[config.mk]
export PLATFORM = sky130hd
export DESIGN_NAME = uart_tx_arbiter
export DESIGN_NICKNAME = d
export VERILOG_FILES = /design/src/rtl/uart_tx_arbiter.sv
export SDC_FILE = /design/constraint.sdc
export NUM_CORES = 1
export LEC_CHECK = 0
export ABC_AREA = 1
export CELL_PAD_IN_SITES_DETAIL_PLACEMENT = 1
export CELL_PAD_IN_SITES_GLOBAL_PLACEMENT = 1
export CORE_MARGIN = 8
export CORE_UTILIZATION = 36
export CTS_CLUSTER_DIAMETER = 100
export CTS_CLUSTER_SIZE = 28
export DETAILED_ROUTE_END_ITERATION = 6
export GPL_ROUTABILITY_DRIVEN = 1
export PLACE_DENSITY_LB_ADDON = 0.3
export SLEW_MARGIN = 10
export SYNTH_ARGS = -nofsm -noshare
export SYNTH_HDL_FRONTEND = slang
export SYNTH_SLANG_ARGS = --single-unit
[constraint.sdc]
create_clock -name sys_clk -period 2.1 [get_ports sys_clk]
set_input_delay 0.42 -clock sys_clk [delete_from_list [all_inputs] [get_ports sys_clk]]
set_output_delay 0.42 -clock sys_clk [all_outputs]
set_load 0.05 [all_outputs]
[src/rtl/uart_tx_arbiter.sv]
// Shares one uart_tx between an atomic fixed-length message printer and a byte-wide
// RX echo path, interleaving them only at message boundaries.
module uart_tx_arbiter #(
    parameter int MSG_BYTES  = 21,
    parameter int ECHO_DEPTH = 4
) (
    input  logic                          sys_clk,
    input  logic                          sys_rst_n,
    input  logic [MSG_BYTES*8-1:0]        msg_data,
    input  logic                          msg_req,
    output logic                          msg_busy,
    output logic                          msg_dropped,
    input  logic [7:0]                    echo_data,
    input  logic                          echo_valid,
    output logic                          echo_overflow,
    output logic [$clog2(ECHO_DEPTH):0]   echo_level,
    output logic [7:0]                    tx_data,
    output logic                          tx_data_valid,
    input  logic                          tx_data_ready
);

    localparam int              AW        = $clog2(ECHO_DEPTH);
    localparam int              MW        = MSG_BYTES * 8;
    localparam logic [AW:0]     FULL_LVL  = (AW + 1)'(ECHO_DEPTH);
    localparam logic [7:0]      LAST_IDX  = 8'(MSG_BYTES - 1);

    typedef enum logic [1:0] {
        S_IDLE,
        S_MSG,
        S_ECHO,
        S_GAP
    } state_t;

    typedef enum logic {
        GRANT_MSG,
        GRANT_ECHO
    } grant_t;

    state_t        state, state_nxt;
    grant_t        last_grant, last_grant_nxt;
    logic          gap_to_msg, gap_to_msg_nxt;
    logic [7:0]    msg_idx, msg_idx_nxt;
    logic [MW-1:0] shadow;

    logic [7:0]    fifo_mem [ECHO_DEPTH];
    logic [AW-1:0] rd_ptr, wr_ptr;
    logic          fifo_full, fifo_empty, fifo_push, fifo_pop;

    logic          xfer, msg_xfer, msg_done;

    assign xfer       = tx_data_valid && tx_data_ready;
    assign msg_xfer   = (state == S_MSG) && xfer;
    assign msg_done   = msg_xfer && (msg_idx == LAST_IDX);

    assign fifo_full  = (echo_level == FULL_LVL);
    assign fifo_empty = (echo_level == '0);
    assign fifo_pop   = (state == S_ECHO) && xfer;
    // A full FIFO still takes a byte when the head leaves on the same edge.
    assign fifo_push  = echo_valid && (!fifo_full || fifo_pop);

    // NOTE: every signal written here gets a default first so no latch is inferred.
    always_comb begin
        state_nxt      = state;
        last_grant_nxt = last_grant;
        gap_to_msg_nxt = gap_to_msg;
        msg_idx_nxt    = msg_idx;
        case (state)
            S_IDLE: begin
                if (msg_busy && (fifo_empty || last_grant == GRANT_ECHO)) begin
                    state_nxt   = S_MSG;
                    msg_idx_nxt = '0;
                end else if (!fifo_empty) begin
                    state_nxt = S_ECHO;
                end
            end
            S_MSG: begin
                if (xfer) begin
                    state_nxt = S_GAP;
                    if (msg_idx == LAST_IDX) begin
                        gap_to_msg_nxt = 1'b0;
                        last_grant_nxt = GRANT_MSG;
                    end else begin
                        gap_to_msg_nxt = 1'b1;
                        msg_idx_nxt    = msg_idx + 8'd1;
                    end
                end
            end
            S_ECHO: begin
                if (xfer) begin
                    state_nxt      = S_GAP;
                    gap_to_msg_nxt = 1'b0;
                    last_grant_nxt = GRANT_ECHO;
                end
            end
            S_GAP:   state_nxt = gap_to_msg ? S_MSG : S_IDLE;
            default: state_nxt = S_IDLE;
        endcase
    end

    // NOTE: sequential state uses non-blocking assignments so all flops update together.
    always_ff @(posedge sys_clk or negedge sys_rst_n) begin
        if (!sys_rst_n) begin
            state      <= S_IDLE;
            last_grant <= GRANT_MSG;
            gap_to_msg <= 1'b0;
            msg_idx    <= '0;
        end else begin
            state      <= state_nxt;
            last_grant <= last_grant_nxt;
            gap_to_msg <= gap_to_msg_nxt;
            msg_idx    <= msg_idx_nxt;
        end
    end

    // The shadow shifts left per transferred byte, so the next byte is always on top.
    always_ff @(posedge sys_clk or negedge sys_rst_n) begin
        if (!sys_rst_n) begin
            msg_busy    <= 1'b0;
            msg_dropped <= 1'b0;
            shadow      <= '0;
        end else begin
            msg_dropped <= msg_req && msg_busy;
            if (msg_req && !msg_busy) begin
                msg_busy <= 1'b1;
                shadow   <= msg_data;
            end else begin
                if (msg_done) begin
                    msg_busy <= 1'b0;
                end
                if (msg_xfer) begin
                    shadow <= shadow << 8;
                end
            end
        end
    end

    // NOTE: storage array has no reset; the pointers and level alone define its contents.
    always_ff @(posedge sys_clk) begin
        if (fifo_push) begin
            fifo_mem[wr_ptr] <= echo_data;
        end
    end

    always_ff @(posedge sys_clk or negedge sys_rst_n) begin
        if (!sys_rst_n) begin
            rd_ptr        <= '0;
            wr_ptr        <= '0;
            echo_level    <= '0;
            echo_overflow <= 1'b0;
        end else begin
            echo_overflow <= echo_valid && !fifo_push;
            if (fifo_push) begin
                wr_ptr <= wr_ptr + 1'b1;
            end
            if (fifo_pop) begin
                rd_ptr <= rd_ptr + 1'b1;
            end
            case ({fifo_push, fifo_pop})
                2'b10:   echo_level <= echo_level + 1'b1;
                2'b01:   echo_level <= echo_level - 1'b1;
                default: echo_level <= echo_level;
            endcase
        end
    end

    // tx_data is loaded only on entry to MSG/ECHO, which holds it stable until the transfer.
    always_ff @(posedge sys_clk or negedge sys_rst_n) begin
        if (!sys_rst_n) begin
            tx_data       <= '0;
            tx_data_valid <= 1'b0;
        end else begin
            tx_data_valid <= (state_nxt == S_MSG) || (state_nxt == S_ECHO);
            if (state != S_MSG && state_nxt == S_MSG) begin
                tx_data <= shadow[MW-1 -: 8];
            end else if (state != S_ECHO && state_nxt == S_ECHO) begin
                tx_data <= fifo_mem[rd_ptr];
            end
        end
    end

endmodule
==> metrics.cfg <==
[run_status]
status = finished, final reports clean

[floorplan]
fp.dieH_um = 189
fp-row-count = 63
core_area_sq_mm = 0.0296
die_x_um = 189
floorplan.initialDensity_pct = 36.5
io_pins = 196
dieArea_sq_mm = 0.0357

[yosys]
synth_area_per_cell_sq_um = 8.67
synth_area_sq_mm = 0.0108
yosys.area.top_type = dfrtp_1
async_reset_ff_share_pct = 86.1
synth_most_common_cell = nand2_1
yosysSeqAreaShare_pct = 55.1
synth_ff_type = dfrtp_1
synth.area.mux_share_pct = 0
ys_warn_count = 0
synth_compound_area_share_pct = 15.5
synth_top_family_by_area = simple AND/OR/NAND/NOR gates
synth-seq-cells = 231
yosys-top-cells-count = 339 x nand2_1, 199 x dfrtp_1, 146 x nor2_1, 111 x inv_1, 97 x a31oi_1
synth_nets = 1438
synth-simple-area-share_pct = 19.0
ys_types = 30
syn_inst = 1243
synthAdderAreaFrac_pct = 1.70
yosys.area.top_type_share_pct = 46.2
synth-xor-area-share_pct = 0.325
synthTopCellsByArea = dfrtp_1 46%, nand2_1 12%, edfxtp_1 8.9%
synth_edf_count = 32

[drt]
drt_iter0_markers = 541
dr.pass1.iters = 4
vias = 9012
drt_wl_total_um = 30600
drc = 0
via_per_inst = 4.94
ant_nets = 0
wl_per_cell_um = 16.7

[power]
ir_drop_mv = 0.506
p_leak_nw = 6.28
powerDensity_mw_per_mm2 = 1210

[clocking]
cts_buffers = 12
cts.sinks = 231
insertion_delay_ps = 480
htree_levels = 1
clk_pin_slew_ps = 100
cts_buffer_depth = 3
root_buffer = clkbuf_16
cts_tree = built

[placed_design]
port_buffers = 195
gp_congestion = 0.806
post-dp-hpwl_um = 22000

[setup_path]
cp.required_ps = 2510
startpoint = echo_level[2]
crit_fanout = 6
worstPathArrival_ps = 2460
cp-start-kind = flip-flop
rrSetupSlack_ps = 50
critPathKind = reg -> reg
rr_endpoint = tx_data[6]
reg2reg_from = echo_level[2]
end_kind = flip-flop
ff2ff_path_depth = 14

[global_route]
grt_usage_pct = 16.9
grt_pass1_wl_um = 50400
grt_pass1_vias = 9762
antenna_found_initial = 2
grt_overflow = 0
grt_start_max_net_pins = 77

[sta]
hold_violations = 0
rsz0062_at_grt = true
fin_setup_tns_ps = 0
period_share_pct = 97.4
finalCriticalPeriod_ps = 2050
max_slew_margin_pct = 65.7
drv_slew = 0
max_freq_mhz = 489
finalSetupViolCount = 0
tightest_slew_ps = 516
fin_skew_ps = 15.0

[flow_run]
drv_cap = 0

[cells_and_area]
final_layout_size_suffix_gt1_share_pct = 7.32
final_util_pct = 47.0
finalNetCount = 1625
syn_to_final_growth_pct = 28.9

[min_path]
hp-class = in -> async

[metal layers]
layer | track usage, % | routed length, um | vias up | part of all wire, %
met2 | 29.0 | 14900 | 149 | 49
met4 | 2.95 | 348 | 4 | 1.1
li1 | - | - | 4447 | -
met1 | 22.4 | 14000 | 4387 | 46
met5 | 0 | 27 | - | 0.088
met3 | 2.94 | 1300 | 25 | 4.3
[kinds of logic after synthesis]
logic type / count (synthesis)
simple gates: 523
flops: 231
fa+ha+maj: 14
buf+inv: 194
compound gates: 277
xor+xnor: 4
[worst max-delay path by stage]
stage                     slack (ps)  cells after the start    endpoint
after detailed placement        -360                     13  tx_data[2]
after floorplan                   20                     14  tx_data[6]
after CTS                          4                     13  tx_data[0]
final                             50                     14  tx_data[6]
after global routing            -100                     14  tx_data[6]
after global placement          -180                     13  tx_data[1]
[flip-flops by register name (all words and copies together) (netlist names)]
| name | count |
|---|---|
| gap_to_msg | 1 |
| tx_data | 8 |
| msg_idx | 8 |
| shadow | 168 |
| fifo_mem | 32 |
| msg_busy | 1 |
| echo_level | 3 |
| last_grant | 1 |
| tx_data_valid | 1 |
| wr_ptr | 2 |
| rd_ptr | 2 |
| state | 2 |
| echo_overflow | 1 |
| msg_dropped | 1 |
[power by group]
| part | switching [mW] | internal (mW) |
|---|---|---|
| combinational | 4.18 | 2.92 |
| clock | 1.49 | 1.19 |
| sequential | 0.808 | 6.25 |
[placed cells by master (no fill, tap or decap), types with 7 or more instances in the layout]
cell	netlist	routed
a31oi_1	97	97
clkdlybuf4s50_1	0	181
buf_4	9	36
o21ai_1	31	34
nand2_1	339	337
dlygate4sd2_1	0	13
a21oi_1	13	10
edfxtp_1	32	32
clkbuf_16	0	14
buf_12	0	18
o211ai_1	65	65
dfrtp_1	199	195
inv_1	111	106
nand3_1	26	25
o21ai_0	70	66
nor2_1	146	146
inv_2	4	7
ha_1	13	10
[cell type report]
cell class                      count  area (sq um)
Inverter                          116           439
Sequential cell                   231          5950
Clock buffer                       16           347
Antenna cell                        1          2.50
Fill cell                        3440         15700
Tap cell                          390           488
Clock inverter                      3          22.5
Multi-Input combinational cell    818          4040
Timing Repair Buffer              251          2610
[critical path, stage by stage (launching register included)]
cell and delay (ps):
dfrtp_2 440, inv_1 100, nand3_2 130, o21ai_1 170, inv_1 70, nand2_1 80, nand2_1 80, inv_1 100
ha_4 170, nand2_8 80, buf_12 140, buf_4 130, o21ai_1 110, inv_1 50, a21oi_1 140
[through the flow]
step / setup WS, ps / total power, mW / cells / instance area [sq um] / hold slack [ps]
3_5_place_dp: -362 / 13.9 / 1801 / 13400 / 416
2_1_floorplan: 19.7 / 11.6 / 1243 / 10800 / 124
6_report: 53.8 / 16.8 / 1826 / 13900 / 449
5_1_grt: -99.8 / 18.3 / 1825 / 13900 / 476
3_3_place_gp: -179 / 13.5 / 1801 / 13400 / 422
4_1_cts: 3.93 / 16.7 / 1821 / 13800 / 445
[repair_timing]
item                       CTS  global route
cloned                       0             1
pin swaps                    0             4
gates resized for setup     19            20
setup endpoints to repair   21             8
buffers inserted             0             3
hold endpoints to repair    42             0
hold buffers                 1             0
Note: power is estimated with default switching activity, not from simulation.
